===== src/rtl/keypad_scan_ctrl.sv =====
// 4x4 keypad scanner: walks a one-hot column drive, debounces press and release,
// and hands accepted keys to a consumer through a valid/ack handshake with overrun flag.
module keypad_scan_ctrl #(
  parameter int SCAN_DIV     = 2,
  parameter int DEBOUNCE_CYC = 4
) (
  input  logic       clk,
  input  logic       rst_n,
  input  logic [3:0] row,
  output logic [3:0] col,
  output logic [3:0] key_code,
  output logic       key_valid,
  input  logic       key_ack,
  output logic       overrun
);

  typedef enum logic [1:0] {SCAN, DEBOUNCE, RELEASE} state_e;

  localparam logic [7:0] DWELL_LAST = 8'(SCAN_DIV - 1);
  localparam logic [7:0] STAB_LAST  = 8'(DEBOUNCE_CYC - 1);

  state_e     state_q, state_d;
  logic [3:0] col_q, col_d;
  logic [7:0] dwell_q, dwell_d;
  logic [7:0] stab_q, stab_d;
  logic [3:0] cap_row_q, cap_row_d;
  logic [3:0] key_code_q, key_code_d;
  logic       key_valid_q, key_valid_d;
  logic       overrun_q, overrun_d;

  logic [3:0] col_ring;
  logic       accept;
  logic       single_row;
  logic       new_key;
  logic       overrun_set;
  logic [1:0] col_idx;
  logic [1:0] row_idx;

  always_ff @(posedge clk or negedge rst_n) begin
    if (!rst_n) begin
      state_q     <= SCAN;
      col_q       <= 4'b1000;
      dwell_q     <= 8'd0;
      stab_q      <= 8'd0;
      cap_row_q   <= 4'd0;
      key_code_q  <= 4'd0;
      key_valid_q <= 1'b0;
      overrun_q   <= 1'b0;
    end else begin
      state_q     <= state_d;
      col_q       <= col_d;
      dwell_q     <= dwell_d;
      stab_q      <= stab_d;
      cap_row_q   <= cap_row_d;
      key_code_q  <= key_code_d;
      key_valid_q <= key_valid_d;
      overrun_q   <= overrun_d;
    end
  end

  always_comb begin
    state_d   = state_q;
    col_d     = col_q;
    dwell_d   = dwell_q;
    stab_d    = stab_q;
    cap_row_d = cap_row_q;
    accept    = 1'b0;
    col_ring  = {col_q[0], col_q[3:1]};

    case (state_q)
      SCAN: begin
        if (dwell_q == DWELL_LAST) begin
          dwell_d = 8'd0;
          if (row != 4'd0) begin
            cap_row_d = row;
            stab_d    = 8'd0;
            state_d   = DEBOUNCE;
          end else begin
            col_d = col_ring;
          end
        end else begin
          dwell_d = dwell_q + 8'd1;
        end
      end
      DEBOUNCE: begin
        if (row == cap_row_q) begin
          if (stab_q == STAB_LAST) begin
            accept  = 1'b1;
            stab_d  = 8'd0;
            state_d = RELEASE;
          end else begin
            stab_d = stab_q + 8'd1;
          end
        end else begin
          stab_d  = 8'd0;
          col_d   = col_ring;
          dwell_d = 8'd0;
          state_d = SCAN;
        end
      end
      RELEASE: begin
        if (row == 4'd0) begin
          if (stab_q == STAB_LAST) begin
            stab_d  = 8'd0;
            col_d   = col_ring;
            dwell_d = 8'd0;
            state_d = SCAN;
          end else begin
            stab_d = stab_q + 8'd1;
          end
        end else begin
          stab_d = 8'd0;
        end
      end
      default: state_d = SCAN;
    endcase
  end

  // Multi-bit captures (ghosting) are accepted for release tracking but never yield a key.
  always_comb begin
    col_idx = 2'd0;
    case (col_q)
      4'b1000: col_idx = 2'd0;
      4'b0100: col_idx = 2'd1;
      4'b0010: col_idx = 2'd2;
      4'b0001: col_idx = 2'd3;
      default: col_idx = 2'd0;
    endcase
    row_idx = 2'd0;
    case (cap_row_q)
      4'b0001: row_idx = 2'd0;
      4'b0010: row_idx = 2'd1;
      4'b0100: row_idx = 2'd2;
      4'b1000: row_idx = 2'd3;
      default: row_idx = 2'd0;
    endcase
    single_row = (cap_row_q != 4'd0) && ((cap_row_q & (cap_row_q - 4'd1)) == 4'd0);
    new_key    = accept && single_row;
  end

  always_comb begin
    key_code_d  = key_code_q;
    key_valid_d = key_valid_q;
    overrun_set = 1'b0;
    if (new_key) begin
      if (!key_valid_q || key_ack) begin
        key_code_d  = {col_idx, row_idx};
        key_valid_d = 1'b1;
      end else begin
        overrun_set = 1'b1;
      end
    end else if (key_ack) begin
      key_valid_d = 1'b0;
    end
    overrun_d = overrun_set | (overrun_q & ~key_ack);
  end

  assign col       = col_q;
  assign key_code  = key_code_q;
  assign key_valid = key_valid_q;
  assign overrun   = overrun_q;

endmodule


===== config.mk =====
export PLATFORM = sky130hd
export DESIGN_NAME = keypad_scan_ctrl
export DESIGN_NICKNAME = d
export VERILOG_FILES = /design/src/rtl/keypad_scan_ctrl.sv
export SDC_FILE = /design/constraint.sdc
export NUM_CORES = 1
export LEC_CHECK = 0
export BUFFER_PORTS_ARGS = -buffer_cell sky130_fd_sc_hd__buf_2
export CAP_MARGIN = 20
export CORE_MARGIN = 8
export CORE_UTILIZATION = 30
export CTS_BUF_LIST = sky130_fd_sc_hd__clkbuf_4 sky130_fd_sc_hd__clkbuf_8
export DETAILED_ROUTE_END_ITERATION = 6
export PLACE_DENSITY = 0.45
export SKIP_LAST_GASP = 1
export SYNTH_ARGS = -nofsm -noshare
export SYNTH_HDL_FRONTEND = slang
export SYNTH_SLANG_ARGS = --single-unit
export TNS_END_PERCENT = 10

===== constraint.sdc =====
create_clock -name clk -period 2.7 [get_ports clk]
set_input_delay 0.135 -clock clk [delete_from_list [all_inputs] [get_ports clk]]
set_output_delay 0.135 -clock clk [all_outputs]
set_load 0.02 [all_outputs]

Word level (Yosys, flattened, before mapping)
Cells that the tools add are included.

word-level totals
  register bits after elaboration = 32
  bits of input ports = 7
  logic and storage cells = 86

cells by class
  $add $sub $neg = 3
  eq/ne operators = 19
  multiplexer cells = 34
  bitwise operators = 4
  reduce and logical (&&, ||, !) cells = 18

operators by type and width
  cell                                                 count
  2-to-1 mux 8 bit                                     9
  one-hot mux 8 bit (3 select lines)                   2
  2-to-1 mux 4 bit                                     5
  one-hot mux 2 bit (3 select lines)                   3
  adder 8 x 1 -> 8 bit, second input constant          2
  2-to-1 mux 2 bit                                     6
  != test 2 bit, second input constant                 6
  one-hot mux 4 bit (3 select lines)                   1
  equality test 4 x 2 -> 1 bit, second input constant  2
  equality test 4 x 3 -> 1 bit, second input constant  2
  equality test 8 x 1 -> 1 bit, second input constant  1
  equality test 8 x 2 -> 1 bit, second input constant  1
  logical NOT 4 bit                                    2
  2-to-1 mux 1 bit                                     8
  nonzero test 4 bit                                   2
  AND reduction 3 bit                                  2
  AND reduction 6 bit                                  1
  AND reduction 5 bit                                  1
  bitwise AND 4 bit                                    1
  equality test 4 x 1 -> 1 bit, second input constant  1
  equality test 4 bit                                  1
  equality test 4 bit, second input constant           1
  AND reduction 2 bit                                  2
  AND reduction 4 bit                                  1
  other kinds (14)                                     15

Longest topological paths before layout
Gate-level depths: netlist (run 1).

  depth in word-level cells = 7
  mapped depth = 8
  depth with buffers taken out = 7

Worst setup path after synthesis (run 1)
No wires, ideal clock.

  path type = register to register
  start point = register dwell_q[1]
  end point = register stab_q[4]
  arrival time = 2054 ps
  required time = 2580 ps
  path slack = 527 ps
  stages on the path, launching flop included = 9
  buffers on the path = 1
  clock period less this slack = 2173 ps
  path through = dfrtp_1 inv_1 ha_1 or4b_4 o31a_1 or2_1 buf_6 a22o_1 a31o_1

on the way
  cells in the longest elaborated chain, start to end = 3

ends and longest elaborated chain
  what                                  RTL line  source
  start: declaration                    24        logic [7:0] dwell_q, dwell_d;
  start signal: assignment              52        dwell_q <= dwell_d;
  equality test 8 x 1 -> 1 bit          72        if (dwell_q == DWELL_LAST) begin
  != test 2 bit (no source line)        -
  AND reduction 3 bit (no source line)  -
  end signal: assignment                53        stab_q <= stab_d;
  end: declaration                      25        logic [7:0] stab_q, stab_d;

Every way passes these cells.
A chain may end at the register's enable or synchronous reset.

Final worst setup path (run 1)
Ends and elaborated chain as after synthesis.

==> metrics.txt, run 1 <==
outcome complete, no violations; Die Wd ~94 um; Synth top area share a little over two fifths; RSZ-0062 raised after global routing no; HPWL after DPL 2780 um; Max IR drop VDD 0.000277 V; most common flop cell mapped by yosys dfrtp_1; synthesized cell area roughly 1800 um2; share of cells above drive strength 1 22.8%; mux contribution to synthesized area around 8.0%; number of synthesized flops with an enable pin 0; post_cts resized 0; beginning of the worst hold path key_ack; vias in the first global route 1406; Post CTS Setup Buffer Count 0; Final Util approximately 36%; FP Rows 28; initial antenna violation count 0; Ports 17; initial core utilization slightly above 30%; hold crit path type input pin to flip-flop; number of DRC markers in iteration 0 37; Crit. End Element flip-flop; Core Region between 5000 and 6000 um2; Layout area overhead 15.5%; post-synthesis xor/xnor area fraction 4.33%; setup tns final 0 ns; routability cong. ~0.77; kind of critical path flip-flop to flip-flop; gate count of the mapped netlist approximately 170; clk buf depth 2; register area between 800 and 900 um2; Post-Synth Simple-Gate Area about 18%; Final #Nets 210; CTS buffer count 5; ANT nets after route 0; vias per inst a little over 5; leakage dissipation a little over 1 nW; achievable frequency 431 MHz; Post-Syn Nets 185; Crit. Startpoint dwell_q[1]; hold buffer count at cts 1; Clk pin slew, worst setup/hold paths ~0.070 ns; WL final approximately 3800 um; CP Max Fanout 10; DR WL/cell between 10 and 15 um; worst path arrival time ~2.5 ns; Relative slew margins approximately 50%; worst slew pin tran ~0.74 ns; via count ~1400; DRT Pass-1 Iters 4; yosys warns 0; Seq/Total Area, Yosys about 44%; Tmin final 2.32 ns; die span in y about 94 um; clock sinks 32; final hold slack between 0.02 and 0.03 ns; CTS tree yes; largest net degree at the start of global routing 33; GRT Residual Overflow 0; Clock Latency Late Sink about 0.28 ns; largest area contributor in the netlist dfrtp_1; Setup crit start kind flip-flop; die area between 8000 and 9000 um2; Pwr per Cell Area around 730 nW/um2; Cell variety after synth 49; CTS root buf clkbuf_8; Finish-stage setup viols 0; final hold vios 0; r2r startpoint dwell_q[1]; worst-path cell chain inv_1 > ha_1 > or4b_4 > o31a_1 > or2_1 > a22o_1 > a31o_1; port bufs 16; Layout Skew approximately 0.010 ns; post-route DRC violation count 0; Mean Syn Cell Area about 11 um2; ys async rst share 100%; Slew Viols, Final 0; maxcap violations 0; max incr delay on CP about 0.47 ns; Layout fillers 595; first-pass GRT wire length about 6500 um; Worst path slowest cell or4b_4; Seq cells post-synth 32; antenna cells 0; area occupied by multi-input gates between 900 and 1000 um2; post-synthesis adder-cell area fraction 4.81%; compound-cell area share of the yosys netlist 18.1%; GRT Total Usage about 9%; H-tree depth 2; Synth area leaders dfrtp_1 43%, ha_1 4.8%, mux2_1 4.3%, xnor2_1 4.3%, mux2_2 3.1%; period utilization 85.9%; Worst Path Required 2.88 ns; largest family of logic cells by synthesized area compound AO/OA/AOI/OAI gates
## flip-flops by register name (all words and copies together) (netlist names)
signal	count
dwell_q	8
stab_q	8
cap_row_q	4
col	4
key_code	4
state_q	2
key_valid	1
overrun	1
## routing by layer
layer | track usage [%] | wire (um) | up-vias
met5 | 0 | 0 | -
met4 | 4.62 | 69 | 0
met3 | 2.88 | 199 | 5
met2 | 15.0 | 1800 | 21
met1 | 10.8 | 1730 | 689
li1 | - | - | 679
## cell families after synthesis
family                     Yosys count
xor gates and xnor gates             9
and+or+nand+nor                     58
DFF                                 32
muxes                               13
AOI/OAI and AO/OA                   41
adders and majority gates            7
buffers and inverters               11
## worst max-delay path: cells and delay by family (launching register included)
family / cells / cell delay [ns]
and+or+nand+nor: 2 / 0.85
AOI/OAI and AO/OA: 3 / 0.78
DFF: 1 / 0.41
adders and majority gates: 1 / 0.12
buffers and inverters: 1 / 0.07
## layout make-up
| cell class | count | area share (%) |
|---|---|---|
| clock buffer | 7 | 3.99 |
| clock inverter | 1 | 0.238 |
| inverter | 8 | 1.43 |
| multi-input combinational | 128 | 46.0 |
| sequential | 32 | 38.1 |
| tap | 75 | 4.46 |
| timing repair buffer | 21 | 5.71 |
## report_power, final
| part | internal, W | switching (W) | leakage (nW) |
|---|---|---|---|
| registers | 0.000540 | 0.0000876 | 0.425 |
| logic | 0.000243 | 0.000292 | 0.534 |
| clock network | 0.000201 | 0.000173 | 0.0491 |
## metrics by stage
step                      setup WS [ns]  area [um2]  instances  total power, W
after floorplan                   0.527        1820        171         0.00107
after global placement            0.392        2000        263         0.00116
after detailed placement          0.358        2000        263         0.00117
after CTS                         0.355        2100        272         0.00157
after global routing              0.241        2100        272         0.00165
final                             0.380        2100        272         0.00154
## cells in the final DEF, fill, tap and decap left out, types with 3 or more instances in the layout
master | Yosys | layout
dfrtp_1 | 31 | 31
a21o_1 | 4 | 4
clkbuf_8 | 0 | 5
mux2_1 | 7 | 7
o31ai_2 | 3 | 3
ha_1 | 7 | 7
xnor2_1 | 9 | 9
and3_1 | 5 | 5
nand3_1 | 10 | 10
buf_2 | 2 | 16
or3_1 | 4 | 4
a22o_1 | 5 | 5
buf_4 | 0 | 4
nor3_1 | 3 | 3
nand2_1 | 10 | 10
mux2_2 | 5 | 5
nor2_1 | 10 | 10
o21ai_1 | 8 | 8
inv_1 | 8 | 8
o31ai_1 | 4 | 4
## cells in the mapped netlist, drive strengths merged, types with 2 or more instances
cell type / number
a21o: 4
a21oi: 2
a22o: 5
a31oi: 2
and3: 5
buf: 3
dfrtp: 31
ha: 7
inv: 8
mux2: 12
nand2: 10
nand2b: 2
nand3: 10
nor2: 11
nor2b: 3
nor3: 3
o21ai: 9
o31ai: 8
or2: 3
or3: 4
or4b: 2
xnor2: 9
## worst paths after layout
check	endpoint	slack, ns	cells past startpoint
worst max-delay path	stab_q[4]	0.38	7
worst min-delay path	overrun	0.03	2
worst max register to register	stab_q[4]	0.38	7
worst min register to register	key_code[2]	0.49	1
max in group asynchronous	dwell_q[3]	1.77	2
min in group asynchronous	key_code[2]	0.45	2
(Power assumes the default switching activity.)
==> run 2, diff against run 1 <==
- PLACE_DENSITY: 0.45 -> 0.47
- clock period: 2.7 -> 2 ns (I/O delays scaled with it)
==> metrics.txt, run 2 (synthesis gave the netlist of run 1 again) <==
Top Registers dwell_q: 8 flops, stab_q: 8 flops (unchanged); most frequent cells in the layout 32 x buf_4, 31 x dfrtp_1, 16 x buf_2, 10 x nand2_1 (was 31 x dfrtp_1, 16 x buf_2, 10 x nand3_1, 10 x nand2_1, 10 x nor2_1); final hold vios 0 (unchanged); antenna cells 0 (unchanged); Worst Reg-to-Reg Cells 6 (was 7); Pwr Total 0.00233 W (was 0.00154 W); Crit. End Element flip-flop (unchanged); GRT Residual Overflow 0 (unchanged); number of DRC markers in iteration 0 39 (was 37); die area 8820 um2 (unchanged); outcome complete, but fails checks (was complete, no violations); CTS buffer count 5 (unchanged); RSZ-0062 raised after global routing yes (was no); placed insts 289 (was 263); worst path arrival time 2.26 ns (was 2.50 ns); Relative slew margins 50.1% (was 50.7%); FP Rows 28 (unchanged); die span in y 93.9 um (unchanged); Pwr per Cell Area 975 nW/um2 (was 731 nW/um2); clk buf depth 2 (unchanged); H-tree depth 2 (unchanged); DR WL/cell 13.7 um (was 14.0 um); Finish-stage setup viols 20 (was 0); failing checks setup timing; ANT nets after route 0 (unchanged); R2R Setup Slk -0.10 ns (was 0.38 ns); Max IR drop VDD 0.000397 V (was 0.000277 V); post-route DRC violation count 0 (unchanged); beginning of the worst hold path row[2] (was key_ack); CTS tree yes (unchanged); DRT Pass-1 Iters 4 (unchanged); clock sinks 32 (unchanged); Tmin final 2.10 ns (was 2.32 ns); Clock Latency Late Sink 0.28 ns (about the same); WL final 4140 um (was 3800 um); leakage dissipation 1.17 nW (was 1.01 nW); achievable frequency 475 MHz (was 431 MHz); kind of critical path flip-flop to flip-flop (unchanged); CP Max Fanout 4 (was 10); largest net degree at the start of global routing 33 (unchanged); final worst slack -0.104 ns (was 0.380 ns); port bufs 16 (unchanged); initial core utilization 31.0% (unchanged); commonest non-fill, non-tap cell in the layout buf_4 (was dfrtp_1); Final #Nets 240 (was 210); first-pass GRT wire length 7170 um (was 6550 um); vias in the first global route 1536 (was 1406); Layout area overhead 31.2% (was 15.5%); WHS Path Cells 2 (unchanged); Slew Viols, Final 0 (unchanged); Worst Path Required 2.16 ns (was 2.88 ns); reg2reg end col[1] (was stab_q[4]); maxcap violations 0 (unchanged); vias per inst 4.94 (was 5.13); initial antenna violation count 0 (unchanged); CTS root buf clkbuf_8 (unchanged); GRT Total Usage 10.2% (was 9.27%); Layout fillers 590 (was 595); Clk pin slew, worst setup/hold paths 0.08 ns (was 0.07 ns); Setup crit start kind flip-flop (unchanged); register area 802 um2 (unchanged); share of cells above drive strength 1 37.0% (was 22.8%); period utilization 105% (was 85.9%); Ports 17 (unchanged); Core Region 5890 um2 (unchanged); routability cong. 0.820 (was 0.766); via count 1491 (was 1394); r2r startpoint stab_q[1] (was dwell_q[1]); HPWL after DPL 3010 um (was 2780 um); worst slew pin tran 0.749 ns (was 0.740 ns); Worst Hold Path EP cap_row_q[2] (was overrun); hold crit path type input pin to flip-flop (unchanged); final std cells w/o fill 302 (was 272); area occupied by multi-input gates 1020 um2 (was 968 um2); Die Wd 93.9 um (unchanged); Layout Skew 0.0131 ns (was 0.0101 ns)
run 2: cell types whose count changed in the layout (fill, tap and decap cells not counted), sizes merged:
cell | before | now
dlygate4sd3 | 1 | 2
buf | 20 | 49
run 2: timing repair:
item / 4_1_cts / 5_1_grt
hold buffers: 2 / 0
hold endpoints to repair: 32 / 0
pin swaps: 4 / 1
setup endpoints to repair: 29 / 28
buffers inserted: 2 / 1
gates resized for setup: 12 / 2
run 2: worst max path at each step:
stage | depth (start not counted) | start | end | slack, ns
after CTS | 6 | stab_q[1] | col[0] | -0.11
after detailed placement | 7 | dwell_q[1] | stab_q[6] | -0.23
after floorplan | 8 | dwell_q[1] | stab_q[4] | -0.13
after global routing | 7 | dwell_q[1] | stab_q[7] | -0.22
after global placement | 7 | dwell_q[1] | stab_q[3] | -0.20
final | 6 | stab_q[1] | col[1] | -0.10
run 2: critical path, stage by stage, from the launching register on:
cell and delay (ns):
dfrtp_1 0.37, ha_2 0.18, or4b_4 0.51, o31ai_4 0.21
o211ai_2 0.17, a21oi_4 0.21, mux2_1 0.33
run 2: final cells by class:
| class | count | area share, % |
|---|---|---|
| clock buffer | 7 | 3.51 |
| clock inverter | 1 | 0.209 |
| inverter | 8 | 1.26 |
| multi-input combinational | 128 | 42.8 |
| sequential | 32 | 33.6 |
| tap | 75 | 3.93 |
| timing repair buffer | 51 | 14.7 |
run 2: report_power, final:
part	switching (W)	leakage (nW)	internal, W
Sequential	0.0000822	0.425	0.000729
Clock	0.000240	0.0491	0.000271
Combinational	0.000486	0.695	0.000520
Total	0.000809	1.17	0.00152
run 2: metrics by stage:
step | hold slack, ns | TNS [ns] | util [%] | setup WS, ns | area [um2]
2_1_floorplan | -0.196 | -1.45 | - | -0.133 | 1820
3_3_place_gp | 0.197 | -2.83 | 37.4 | -0.201 | 2200
3_5_place_dp | 0.219 | -3.96 | 37.4 | -0.231 | 2200
4_1_cts | 0.0946 | -2.03 | 40.3 | -0.107 | 2370
5_1_grt | 0.102 | -4.38 | 40.6 | -0.219 | 2390
6_report | 0.0969 | -1.55 | 40.6 | -0.104 | 2390
run 2: per-layer routing:
metal	global-route usage [%]	share of wire (%)	vias up
met1	12.2	47	734
met4	2.77	0.87	0
met5	0	0	-
li1	-	-	734
met2	17.0	48	18
met3	3.20	4.4	5
